[src/rtl/fetch_unit.sv]
// Instruction fetch unit: run/single-step fetch FSM with a PC and relative jumps.
// A jump whose target equals its own PC stops fetching until reset.
module fetch_unit #(
  parameter logic [7:0] RESET_PC = 8'h00
) (
  input  logic        Clk,
  input  logic        Reset,
  input  logic        Run,
  input  logic        Step,
  input  logic [7:0]  Instruction,
  output logic [7:0]  Read_Address,
  output logic [7:0]  Instr_Out,
  output logic        Instr_Valid,
  output logic        Jump_Taken,
  output logic        Trap,
  output logic [15:0] Fetch_Count
);

  typedef enum logic [1:0] {
    IDLE = 2'd0,
    RUN  = 2'd1,
    TRAP = 2'd2
  } state_t;

  state_t     state;
  state_t     state_nxt;
  logic [7:0] pc;
  logic       step_d;
  logic       step_rise;
  logic       fetch;
  logic       is_jump;
  logic       is_trap;
  logic [7:0] target;

  // Fetch qualification and jump decode of the byte currently addressed
  always_comb begin
    step_rise = Step & ~step_d;
    fetch     = ((state == RUN) & Run) | ((state == IDLE) & step_rise);
    is_jump   = fetch & (Instruction[7:6] == 2'b11);
    is_trap   = is_jump & (Instruction[1:0] == 2'b11);
    target    = pc + 8'd1 + {{6{Instruction[1]}}, Instruction[1:0]};
  end

  // State register
  always_ff @(posedge Clk or posedge Reset) begin
    if (Reset) state <= IDLE;
    else       state <= state_nxt;
  end

  // Next-state logic; a trap fetch wins over the run/idle decision
  always_comb begin
    state_nxt = state;
    unique case (state)
      IDLE: begin
        if (is_trap)  state_nxt = TRAP;
        else if (Run) state_nxt = RUN;
      end
      RUN: begin
        if (is_trap)   state_nxt = TRAP;
        else if (!Run) state_nxt = IDLE;
      end
      TRAP:    state_nxt = TRAP;
      default: state_nxt = IDLE;
    endcase
  end

  // Outputs derived directly from state and PC
  always_comb begin
    Trap         = (state == TRAP);
    Read_Address = pc;
  end

  // Fetch datapath: PC update, issued instruction, pulses and fetch counter
  always_ff @(posedge Clk or posedge Reset) begin
    if (Reset) begin
      pc          <= RESET_PC;
      step_d      <= 1'b0;
      Instr_Out   <= '0;
      Instr_Valid <= 1'b0;
      Jump_Taken  <= 1'b0;
      Fetch_Count <= '0;
    end else begin
      step_d      <= Step;
      Instr_Valid <= fetch & ~is_jump;
      Jump_Taken  <= is_jump;
      if (fetch) begin
        if (Fetch_Count != '1) Fetch_Count <= Fetch_Count + 16'd1;
        if (is_jump) begin
          if (!is_trap) pc <= target;
        end else begin
          pc        <= pc + 8'd1;
          Instr_Out <= Instruction;
        end
      end
    end
  end

endmodule
[config.mk]
export PLATFORM = sky130hd
export DESIGN_NAME = fetch_unit
export DESIGN_NICKNAME = d
export VERILOG_FILES = /design/src/rtl/fetch_unit.sv
export SDC_FILE = /design/constraint.sdc
export NUM_CORES = 1
export LEC_CHECK = 0
export CAP_MARGIN = 20
export CELL_PAD_IN_SITES_DETAIL_PLACEMENT = 0
export CELL_PAD_IN_SITES_GLOBAL_PLACEMENT = 1
export CORE_MARGIN = 5
export CORE_UTILIZATION = 38
export CTS_CLUSTER_DIAMETER = 50
export DETAILED_ROUTE_END_ITERATION = 6
export PLACE_DENSITY = 0.8
export SLEW_MARGIN = 30
export SYNTH_ARGS = -nofsm -noshare
export SYNTH_HDL_FRONTEND = slang
export SYNTH_SLANG_ARGS = --single-unit
[constraint.sdc]
create_clock -name Clk -period 2.71 [get_ports Clk]
set_input_delay 0.542 -clock Clk [delete_from_list [all_inputs] [get_ports Clk]]
set_output_delay 0.542 -clock Clk [all_outputs]
set_load 0.03 [all_outputs]
==> flow_summary.rst <==
.. list-table::
   :header-rows: 1

   * - Metric
     - Value
   * - Run status
     - complete, no violations
   * - CP dominant cell by count
     - ha_4
   * - Area leader, netlist
     - dfrtp_1
   * - Layout overhead on the synthesized area
     - 40.54%
   * - Chip height
     - 82.72 um
   * - Post-Syn Area
     - between 0.002 and 0.0025 mm2
   * - Required time of the critical path
     - 2.93 ns
   * - Number of failing hold endpoints at the final stage
     - 0
   * - Design internal power
     - 0.0009633 W
   * - Max capacitance violation total
     - 0
   * - Async S/R FF share, synth
     - between 90% and 100%
   * - Worst setup margin
     - about 0.13 ns
   * - Num rows
     - 26
   * - Tightest Pin Transition
     - about 0.57 ns
   * - Kind of end point of the critical path
     - flip-flop
   * - Detailed-route vias per instance
     - 5.051
   * - Residual antenna-violating net count after detailed routing
     - 0
   * - CP delay by family, top
     - simple AND/OR/NAND/NOR gates
   * - Inserted Clock Buffers
     - 5
   * - Diode count
     - 0
   * - Drt pass-1 iters
     - 4
   * - Worst slew margin relative to its limit
     - between 60% and 70%
   * - Max FO, Critical Path
     - 4
   * - TritonCTS clock tree
     - yes
   * - Total via count after detailed routing
     - 1672
   * - Sum of routed wire length over all layers
     - around 4700 um
   * - Post-synth net total
     - about 220
   * - Fraction of final layout cells with drive strength greater than 1
     - about 17%
   * - Setup WS pre-CTS
     - -0.08634 ns
   * - Buffers from clock root to sink, at most
     - 2
   * - Starting Density
     - 39.34%
   * - Worst r2r dst
     - Read_Address[7]
   * - Number of clock sinks seen by CTS
     - 37
   * - Path category of the worst min-delay check
     - reg -> reg
   * - Combinational cell fraction of total power
     - roughly 16%
   * - Cell count of the worst hold path
     - 1
   * - Average routed wire per standard cell
     - 14.17 um
   * - Max IR drop VDD
     - about 0.24 mV
   * - Clock Power Share
     - a little under 40%
   * - Flops & latches, synth
     - 37
   * - Count of flip-flops with a built-in enable after synthesis
     - 0
   * - Final Slew Violations
     - 0
   * - Number of levels the H-tree was split into
     - 2
   * - Most instantiated flip-flop cell in the synthesis netlist
     - dfrtp_1
   * - Total congestion overflow
     - 0
   * - Highest achievable clock rate
     - 388.3 MHz
   * - Fin Clk Skew
     - about 0.0055 ns
   * - Critical Setup Path Class
     - reg -> reg
   * - Ratio of final minimum period to clock period
     - between 90% and 100%
   * - Net switching component of the power
     - 0.0003170 W
   * - Number of buffers and inverters on the critical path
     - 0
   * - Final worst path period need
     - 2.576 ns
   * - Count of buffers from port buffering
     - between 40 and 50
   * - Quantity of hold-fixing buffers added after cts
     - 0
   * - Slowest cell delay on critical path
     - 0.43 ns
   * - Worst Min Path Start
     - Read_Address[7]
   * - Cell variety after synth
     - 41
   * - Cells along the critical path
     - ha_4, and3_1, nand3_1, xnor2_2, ha_4, a21oi_1, o21ai_1, or3_1, a31o_1, a21oi_2, xor2_1
   * - R2R depth
     - 11
   * - Reg2reg start
     - Read_Address[1]
   * - Sequential-to-total area share from yosys stat
     - 46.08%
   * - Vias in the first global route
     - about 1700
   * - Global-route wire length before repair
     - roughly 8000 um
   * - Number of nets in the layout
     - roughly 280
   * - Area of the die
     - about 0.0068 mm2
   * - Number of remaining DRC errors
     - 0
   * - Clk slew on worst S/H paths
     - 0.08 ns
   * - Largest cells by area after synthesis
     - dfrtp_1, xnor2_1, ha_1, mux2_2, xor2_1
   * - Switching Share
     - 24.76%
   * - Clock latency reported for the late side of the worst-skew pair
     - 0.29 ns
   * - Setup repair after global routing missed its margin
     - yes
   * - Fraction of power consumed by sequential logic
     - 45.1%
   * - Final-layout worst hold slack
     - approximately 0.47 ns
   * - Avg Synthesized Cell Area
     - approximately 10 um2
   * - Most frequent cell after synthesis
     - dfrtp_1
   * - Count of routing violations after the opening detailed-route iteration
     - between 60 and 70
   * - GRT Resource Usage Total
     - 15.65%
   * - Die boundary width
     - 82.72 um
   * - Post-DP HPWL
     - ~3400 um
   * - Count of warnings emitted by yosys
     - 0
   * - Area share of the largest cell type after synthesis
     - between 40% and 50%
   * - Setup Viol. Count Final
     - 0
   * - Initial antenna violation count
     - 0
   * - Signal arrival time at the worst endpoint
     - 2.79 ns
   * - Core Region
     - approximately 0.005 mm2
   * - Weighted congestion reported at the end of routability-driven placement
     - just over 0.8
   * - Clock root buffer
     - clkbuf_8
   * - Hold EP
     - Read_Address[7]
   * - Power Density
     - roughly 450 mW/mm2
   * - Max stage delay cell, worst path
     - dfrtp_1
   * - Pleak
     - 1.253 nW
   * - Boundary pin count
     - 47
   * - Startpoint class of the critical path
     - flip-flop
   * - R2r setup slk
     - between 0.1 and 0.15 ns
   * - Top cells by instance count after synthesis
     - dfrtp_1, nand2_1, nor2_1, xnor2_1, a21oi_1
   * - Maximum number of pins on one net before global-route repair
     - 38
   * - Post-synthesis cell count
     - 192
## sequential cells by signal, indices dropped and copies added (netlist names)
signal / cells
Fetch_Count: 16
Instr_Out: 8
Read_Address: 8
state: 2
Instr_Valid: 1
Jump_Taken: 1
step_d: 1
## power groups by stage
stage	Combinational [W]	Sequential (W)	Clock, W
global route	0.000221	0.000580	0.000542
floorplan	0.0000827	0.000613	0
detailed placement	0.000193	0.000588	0
CTS	0.000195	0.000577	0.000513
global placement	0.000193	0.000588	0
finish	0.000200	0.000578	0.000503
## worst reg2reg max path, cell delays in order, from the launching register on
cell and delay, ns:
dfrtp_1 0.43, ha_4 0.17, and3_1 0.18, nand3_1 0.13, xnor2_2 0.23, ha_4 0.25
a21oi_1 0.14, o21ai_1 0.09, or3_1 0.39, a31o_1 0.24, a21oi_2 0.12, xor2_1 0.14
## worst max path at each step
stage | start | to | cells past startpoint | slack (ns)
floorplan | Read_Address[0] | Read_Address[7] | 11 | 0.07
finish | Read_Address[1] | Read_Address[7] | 11 | 0.13
detailed placement | Instruction[1] | Read_Address[6] | 9 | -0.09
global placement | Instruction[1] | Read_Address[6] | 9 | -0.04
global route | Read_Address[1] | Read_Address[7] | 11 | -0.03
CTS | Read_Address[1] | Read_Address[7] | 11 | 0.06
## through the flow
step | util, % | cell area, um2 | instances | total power, W | TNS (ns)
floorplan | - | 2009 | 192 | 0.0006957 | 0
global placement | 52.03 | 2658 | 321 | 0.0007807 | -0.04311
detailed placement | 52.03 | 2658 | 321 | 0.0007808 | -0.1264
CTS | 54.31 | 2774 | 329 | 0.001285 | 0
global route | 55.29 | 2824 | 331 | 0.001343 | -0.02510
finish | 55.29 | 2824 | 331 | 0.001280 | 0
## timing repair
action,4_1_cts,5_1_grt
buffers inserted,0,2
gates resized for setup,0,6
endpoints found under the setup margin,0,1
endpoints found under the hold margin,0,0
## logic make-up after synthesis
group	after synthesis	share of synthesized area, %
AO/OA/AOI/OAI	40	13.45
XOR/XNOR	26	11.33
adder cells (fa/ha/maj)	11	7.223
buffers and inverters	9	1.993
flip-flops	37	46.08
multiplexers	7	3.923
AND/OR/NAND/NOR	62	16.00
## routing by layer
layer / GRT usage (%) / part of all wire (%)
met5: 0 / 0
met4: 5.392 / 1.0
met3: 3.905 / 3.8
met2: 25.16 / 49
met1: 20.46 / 47
## cell type report
cell class	count	area [um2]
Fill cell	467	2283
Tap cell	70	87.58
Timing Repair Buffer	62	583.1
Sequential cell	37	925.9
Clock buffer	7	86.33
Clock inverter	1	30.03
Inverter	8	35.03
Multi-Input combinational cell	146	1076
## cell usage in the layout (no fill, tap or decap), types with 7 or more instances in the layout
| master | Yosys | routed |
|---|---|---|
| nor2_1 | 17 | 17 |
| xor2_1 | 9 | 9 |
| nand3_1 | 10 | 10 |
| dfrtp_1 | 37 | 37 |
| buf_4 | 0 | 16 |
| ha_1 | 10 | 8 |
| clkdlybuf4s50_1 | 0 | 45 |
| xnor2_1 | 17 | 16 |
| nand2_1 | 18 | 18 |
| a21oi_1 | 13 | 13 |
| mux2_2 | 7 | 7 |
| inv_1 | 7 | 7 |
Note: power is estimated with default switching activity, not from simulation.
